## src/rtl/addr_seq_pkg.sv

```systemverilog
// Shared types and constants for the nibble-serial adder sequencer.
// Contents: nibble width, FSM state enum, index-width helper and, when
// ADDR_NIBBLE_RECOMPUTE_EN is defined, the compute/check phase enum.
package addr_seq_pkg;

  localparam int unsigned NIBBLE_W = 4;

  typedef enum logic [1:0] {
    StIdle,
    StRun,
    StDone
  } state_e;

`ifdef ADDR_NIBBLE_RECOMPUTE_EN
  typedef enum logic {
    PhCompute,
    PhCheck
  } phase_e;
`endif

  // Width of the nibble index; at least one bit so NIBBLES=1 still has a register.
  function automatic int unsigned idx_width(input int unsigned nibbles);
    return (nibbles <= 1) ? 1 : $clog2(nibbles);
  endfunction

endpackage

```

## src/rtl/addr_nibble_seq_if.sv

```systemverilog
// Operand/result handshake bundle for addr_nibble_seq.
// master: producer/consumer side (drives in_valid, a, b, cin, out_ready).
// slave:  sequencer side (drives in_ready, out_valid, sum, cout, err).
interface addr_nibble_seq_if #(
  parameter int unsigned NIBBLES = 4
);
  localparam int unsigned W = addr_seq_pkg::NIBBLE_W * NIBBLES;

  logic         in_valid;
  logic         in_ready;
  logic [W-1:0] a;
  logic [W-1:0] b;
  logic         cin;
  logic         out_valid;
  logic         out_ready;
  logic [W-1:0] sum;
  logic         cout;
  logic         err;

  modport master (
    output in_valid, a, b, cin, out_ready,
    input  in_ready, out_valid, sum, cout, err
  );

  modport slave (
    input  in_valid, a, b, cin, out_ready,
    output in_ready, out_valid, sum, cout, err
  );

endinterface

```

## src/rtl/addr4_core.sv

```systemverilog
// Combinational 4-bit unsigned adder with carry-in.
// Ports: a, b (4-bit operands), ci (carry-in) -> s (4-bit sum), co (carry-out).
// Port names are kept plain so alternative adder netlists drop in unchanged.
module addr4_core (
  input  logic [3:0] a,
  input  logic [3:0] b,
  input  logic       ci,
  output logic [3:0] s,
  output logic       co
);

  assign {co, s} = {1'b0, a} + {1'b0, b} + {4'b0000, ci};

endmodule

```

## src/rtl/addr_nibble_seq.sv

```systemverilog
// Nibble-serial wide adder: one shared addr4_core adds W=4*NIBBLES-bit operands
// LSB nibble first, carrying between nibbles in a register.
// Ports: clk, rst_n (async active-low); bus (slave modport) carrying
// in_valid/in_ready/a/b/cin and out_valid/out_ready/sum/cout/err.
// Optional macro ADDR_NIBBLE_RECOMPUTE_EN: each nibble is computed twice
// (second time with operands swapped) and any disagreement sets sticky err.
module addr_nibble_seq
  import addr_seq_pkg::*;
#(
  parameter int unsigned NIBBLES = 4
) (
  input logic               clk,
  input logic               rst_n,
  addr_nibble_seq_if.slave  bus
);

  localparam int unsigned IdxW = idx_width(NIBBLES);
  localparam logic [IdxW-1:0] LastIdx = IdxW'(NIBBLES - 1);

  typedef logic [NIBBLES-1:0][NIBBLE_W-1:0] word_t;

  state_e          state_q, state_d;
  word_t           a_q, a_d;
  word_t           b_q, b_d;
  word_t           sum_q, sum_d;
  logic [IdxW-1:0] idx_q, idx_d;
  logic            carry_q, carry_d;
  logic            cout_q, cout_d;

  logic [NIBBLE_W-1:0] core_a, core_b, core_s;
  logic                core_co;

`ifdef ADDR_NIBBLE_RECOMPUTE_EN
  phase_e              phase_q, phase_d;
  logic [NIBBLE_W:0]   shadow_q, shadow_d;
  logic                err_q, err_d;

  // Check phase feeds the core swapped operands so a fault that depends on
  // operand position shows up as a disagreement with the shadow copy.
  always_comb begin
    if (phase_q == PhCheck) begin
      core_a = b_q[idx_q];
      core_b = a_q[idx_q];
    end else begin
      core_a = a_q[idx_q];
      core_b = b_q[idx_q];
    end
  end
`else
  assign core_a = a_q[idx_q];
  assign core_b = b_q[idx_q];
`endif

  addr4_core u_core (
    .a  (core_a),
    .b  (core_b),
    .ci (carry_q),
    .s  (core_s),
    .co (core_co)
  );

  always_comb begin
    state_d = state_q;
    a_d     = a_q;
    b_d     = b_q;
    sum_d   = sum_q;
    idx_d   = idx_q;
    carry_d = carry_q;
    cout_d  = cout_q;
`ifdef ADDR_NIBBLE_RECOMPUTE_EN
    phase_d  = phase_q;
    shadow_d = shadow_q;
    err_d    = err_q;
`endif
    unique case (state_q)
      StIdle: begin
        if (bus.in_valid) begin
          a_d     = bus.a;
          b_d     = bus.b;
          idx_d   = '0;
          carry_d = bus.cin;
          state_d = StRun;
`ifdef ADDR_NIBBLE_RECOMPUTE_EN
          phase_d = PhCompute;
          err_d   = 1'b0;
`endif
        end
      end
      StRun: begin
`ifdef ADDR_NIBBLE_RECOMPUTE_EN
        if (phase_q == PhCompute) begin
          // Commit the first-pass sum now; carry waits so the check uses the same carry-in.
          sum_d[idx_q] = core_s;
          shadow_d     = {core_co, core_s};
          phase_d      = PhCheck;
        end else begin
          if ({core_co, core_s} != shadow_q) err_d = 1'b1;
          carry_d = shadow_q[NIBBLE_W];
          phase_d = PhCompute;
          idx_d   = idx_q + 1'b1;
          if (idx_q == LastIdx) begin
            cout_d  = shadow_q[NIBBLE_W];
            state_d = StDone;
          end
        end
`else
        sum_d[idx_q] = core_s;
        carry_d      = core_co;
        idx_d        = idx_q + 1'b1;
        if (idx_q == LastIdx) begin
          cout_d  = core_co;
          state_d = StDone;
        end
`endif
      end
      StDone: begin
        if (bus.out_ready) state_d = StIdle;
      end
      default: state_d = StIdle;
    endcase
  end

  always_ff @(posedge clk or negedge rst_n) begin
    if (!rst_n) begin
      state_q <= StIdle;
      a_q     <= '0;
      b_q     <= '0;
      sum_q   <= '0;
      idx_q   <= '0;
      carry_q <= 1'b0;
      cout_q  <= 1'b0;
`ifdef ADDR_NIBBLE_RECOMPUTE_EN
      phase_q  <= PhCompute;
      shadow_q <= '0;
      err_q    <= 1'b0;
`endif
    end else begin
      state_q <= state_d;
      a_q     <= a_d;
      b_q     <= b_d;
      sum_q   <= sum_d;
      idx_q   <= idx_d;
      carry_q <= carry_d;
      cout_q  <= cout_d;
`ifdef ADDR_NIBBLE_RECOMPUTE_EN
      phase_q  <= phase_d;
      shadow_q <= shadow_d;
      err_q    <= err_d;
`endif
    end
  end

  // Gated by rst_n so the producer never sees ready while the block is held in reset.
  assign bus.in_ready  = rst_n && (state_q == StIdle);
  assign bus.out_valid = (state_q == StDone);
  assign bus.sum       = sum_q;
  assign bus.cout      = cout_q;
`ifdef ADDR_NIBBLE_RECOMPUTE_EN
  assign bus.err       = err_q;
`else
  assign bus.err       = 1'b0;
`endif

endmodule
```

## src/flat_wrapper.sv

```systemverilog
// flat-port wrapper written by rule: the top's interface ports become plain ports
module addr_nibble_seq_flat import addr_seq_pkg::*;
#(
  parameter int unsigned NIBBLES = 4
)
  (clk, rst_n, bus_in_valid, bus_a, bus_b, bus_cin, bus_out_ready, bus_in_ready, bus_out_valid, bus_sum, bus_cout, bus_err);
  addr_nibble_seq_if #(.NIBBLES(NIBBLES)) bus_i ();
  input logic clk;
  input logic rst_n;
  input wire logic [$bits(bus_i.in_valid)-1:0] bus_in_valid;
  input wire logic [$bits(bus_i.a)-1:0] bus_a;
  input wire logic [$bits(bus_i.b)-1:0] bus_b;
  input wire logic [$bits(bus_i.cin)-1:0] bus_cin;
  input wire logic [$bits(bus_i.out_ready)-1:0] bus_out_ready;
  output wire logic [$bits(bus_i.in_ready)-1:0] bus_in_ready;
  output wire logic [$bits(bus_i.out_valid)-1:0] bus_out_valid;
  output wire logic [$bits(bus_i.sum)-1:0] bus_sum;
  output wire logic [$bits(bus_i.cout)-1:0] bus_cout;
  output wire logic [$bits(bus_i.err)-1:0] bus_err;
  assign bus_i.in_valid = bus_in_valid;
  assign bus_i.a = bus_a;
  assign bus_i.b = bus_b;
  assign bus_i.cin = bus_cin;
  assign bus_i.out_ready = bus_out_ready;
  assign bus_in_ready = bus_i.in_ready;
  assign bus_out_valid = bus_i.out_valid;
  assign bus_sum = bus_i.sum;
  assign bus_cout = bus_i.cout;
  assign bus_err = bus_i.err;
  addr_nibble_seq #(.NIBBLES(NIBBLES)) u_core (.clk(clk), .rst_n(rst_n), .bus(bus_i));
endmodule
```

## config.mk

```make
export PLATFORM = sky130hd
export DESIGN_NAME = addr_nibble_seq_flat
export DESIGN_NICKNAME = d
export VERILOG_FILES = /design/src/rtl/addr_seq_pkg.sv /design/src/rtl/addr_nibble_seq_if.sv /design/src/rtl/addr4_core.sv /design/src/rtl/addr_nibble_seq.sv /design/src/flat_wrapper.sv
export SDC_FILE = /design/constraint.sdc
export NUM_CORES = 1
export LEC_CHECK = 0
export CAP_MARGIN = 20
export CORE_MARGIN = 2
export CORE_UTILIZATION = 40
export DETAILED_ROUTE_END_ITERATION = 10
export PLACE_DENSITY_LB_ADDON = 0.12
export SLEW_MARGIN = 10
export SYNTH_ARGS = -nofsm -noshare
export SYNTH_HDL_FRONTEND = slang
export SYNTH_SLANG_ARGS = --single-unit
export TNS_END_PERCENT = 50
```

## constraint.sdc

```tcl
create_clock -name clk -period 5.65 [get_ports clk]
set_clock_uncertainty 0.2 [all_clocks]
set_input_delay 1.695 -clock clk [delete_from_list [all_inputs] [get_ports clk]]
set_output_delay 1.695 -clock clk [all_outputs]
set_load 0.05 [all_outputs]
```

==> out/results.tsv <==
stage	metric	value	unit
detailed_routing	DR vias/cell	4.94	
detailed_routing	via count	1511	
synthesis	top-count cell post-synth	dfrtp_1	
die	core area	5960	um2
clock_network	CTS Buf Count	5	
clock_network	Sink Count	54	
timing	Final TNS setup	0	ps
synthesis	#FFs+latches synth	54	
clock_network	post-CTS sizing	0	
cells_and_area	Non-Filler Instances	306	
grt	vias in the first global route	1617	
placed_design	port bufs	55	
clock_network	cts hold-fix bufs	0	
critical_path	CP max stage delay	230	ps
placed_design	Setup WS pre-CTS	1580	ps
die	Starting Density	0.417	
die	io pins	57	
hold_path	hold crit path type	register to register	
cells_and_area	fin nets	276	
detailed_routing	DR pass1 iterations	5	
power_and_ir_drop	Pleak	1.39	nW
critical_path	kind of critical path	input pin to output port	
timing	Max Slew Vio Count	0	
timing	final-report hold violation count	0	
detailed_routing	Detailed Route Iter0 Violations	77	
grt	grt total ovfl	0	
timing	Hold WS	286	ps
placed_design	HPWL Detailed	3510	um
placed_design	placed cell count	298	
timing	RSZ-0062 raised after global routing	no	
synthesis	distinct cell type count after synthesis	28	
flow_run	number of max-cap violations	0	
timing	crit share post-route	0.723	
synthesis	top_reg_cell synth	dfrtp_1	
critical_path	Startpoint Class	input pin	
synthesis	post-synthesis cell area	2480	um2
timing	shortest clock period the worst path allows after layout	4090	ps
clock_network	CTS clk-pin slew, worst paths	90	ps
cells_and_area	fin util	0.536	
cells_and_area	Layout fillers	512	
synthesis	number of synthesized flops with an enable pin	0	
critical_path	Slowest-stage cell, CP	buf_4	
synthesis	sequential share of the synthesized area	0.544	
detailed_routing	Residual DRC	0	
detailed_routing	Total Wirelength	4640	um
clock_network	Clock Tree Buf Depth	2	
synthesis	fraction of registers with async set/reset	1.00	
timing	worst-margin pin slew	676	ps
synthesis	post-synth top area share	0.544	
die	Die Area	6850	um2
synthesis	synth cell count leaders	dfrtp_1, mux2_2, o21ai_0	
detailed_routing	WL per Instance	15.2	um
cells_and_area	Synth-to-Final Area Change	28.7	%
critical_path	critical-path cell list	buf_2 -> nor3b_1 -> buf_4	
synthesis	post-synth top area cell	dfrtp_1	
die	chip width	82.8	um
critical_path	Worst setup EP type	output port	
grt	antenna violations before repair	0	
timing	max_slew headroom	0.550	
power_and_ir_drop	P per Cell Area	693	nW/um2
synthesis	post-synthesis cell count	172	
timing	final setup margin	1560	ps
clock_network	Worst-Skew Late Latency	300	ps
timing	# setup viols final	0	
grt	Total GRT Usage	0.155	
clock_network	root buffer cell	clkbuf_8	
synthesis	syn avg cell area	14.4	um2
timing	maximum clock rate	0.245	GHz
critical_path	Worst Path Required	3750	ps
synthesis	ranking of synthesized cells by area	dfrtp_1, mux2_2, mux4_2	
synthesis	Syn Nets	218	
cells_and_area	layout cells sized above 1	0.260	
power_and_ir_drop	maximum vdd drop	364	uV
critical_path	crit-path leading delay family	buffers and inverters	
critical_path	WP buf/inv	2	
clock_network	Setup Buffers After CTS	0	
grt	largest net degree at the start of global routing	55	
die	Chip Height	82.8	um
cells_and_area	n_diodes	0	
outcome	status	completed	
synthesis	yosys warns	0	
detailed_routing	Detail Route Antenna Nets	0	
grt	first-pass GRT wire length	7800	um
critical_path	Worst EP arrival	2190	ps
die	row count	28	
placed_design	GP Congestion	0.715	
critical_path	CP max FO	2	
clock_network	H-tree levels	2	
clock_network	TritonCTS clock tree	built	
==> worst reg2reg max path: cells and delay by family (launching register included) <==
family,cells,cell delay [ps]
AOI/OAI and AO/OA,2,460
DFF,1,780
adders and majority gates,2,620
muxes,1,610
and+or+nand+nor,2,140
buffers and inverters,1,80
==> worst paths after layout <==
check / start / end / slack (ps) / cells after the start
min in group asynchronous: rst_n / u_core.bus.sum[13]$_DFFE_PN0P_ / 1320 / 2
setup reg to reg: u_core.idx_q[0]$_DFFE_PN0P_ / u_core.carry_q$_DFFE_PN0P_ / 2640 / 8
max in group asynchronous: rst_n / u_core.a_q[15]$_DFFE_PN0P_ / 3480 / 2
hold reg to reg: u_core.bus.sum[9]$_DFFE_PN0P_ / u_core.bus.sum[9]$_DFFE_PN0P_ / 290 / 2
hold / removal: u_core.bus.sum[9]$_DFFE_PN0P_ / u_core.bus.sum[9]$_DFFE_PN0P_ / 290 / 2
setup / recovery: rst_n / bus_in_ready / 1560 / 3
==> through the flow <==
stage          area (um2)  total power [W]
6_report             3190          0.00221
4_1_cts              3190          0.00225
2_1_floorplan        2480          0.00164
3_5_place_dp         3080          0.00200
5_1_grt              3190          0.00240
3_3_place_gp         3080          0.00194
==> registers in the layout, summed over array words and instances, names as in the netlist <==
name / count
u_core.bus.sum: 16
u_core.bus.cout: 1
u_core.carry_q: 1
u_core.idx_q: 2
u_core.a_q: 16
u_core.state_q: 2
u_core.b_q: 16
==> kinds of logic (layout without fill, tap and decap cells) <==
kind of cell,after synthesis,after routing,synth area share
buffers and inverters,14,73,0.0338
AND/OR/NAND/NOR,27,27,0.0660
adder cells (fa/ha/maj),9,9,0.0514
AO/OA/AOI/OAI,19,19,0.0439
other,1,1,0.00151
flip-flops,54,54,0.544
XOR/XNOR,2,2,0.00706
multiplexers,46,46,0.252
==> cells in the final DEF, fill, tap and decap left out <==
cell type        count
a21o_1               1
a21oi_1              1
a221o_1              1
a22o_1               1
buf_2                1
buf_4                4
bufinv_16            1
clkbuf_1             1
clkbuf_8             5
clkdlybuf4s50_1     53
clkinvlp_4           1
conb_1               1
dfrtp_1             54
fa_1                 2
ha_1                 7
inv_1                7
mux2_1               2
mux2_2              30
mux2_4               5
mux2i_1              1
mux4_2               8
nand2_1             12
nand2_4              4
nand2b_1             2
nor2_1               4
nor2b_1              2
nor3b_1              2
nor3b_4              1
o21ai_0             14
o21bai_1             1
xor2_1               2
==> routing by layer <==
layer,share of wire,track usage
met1,0.41,0.188
met2,0.53,0.277
met3,0.051,0.0368
met4,0.0093,0.0393
met5,0,0
==> power breakdown <==
part           internal, W  switching (W)  total [W]
registers         0.000586       0.000140   0.000727
logic             0.000576       0.000660    0.00124
clock network     0.000132       0.000120   0.000252
==> cell type report <==
type / count / area [um2] / share of cell area
tap: 75 / 93.8 / 0.0294
inverter: 7 / 26.3 / 0.00823
timing repair buffer: 58 / 566 / 0.177
clock inverter: 2 / 37.5 / 0.0118
sequential: 54 / 1350 / 0.423
multi-input combinational: 104 / 1050 / 0.328
clock buffer: 6 / 72.6 / 0.0227
Note: power is estimated with default switching activity, not from simulation.
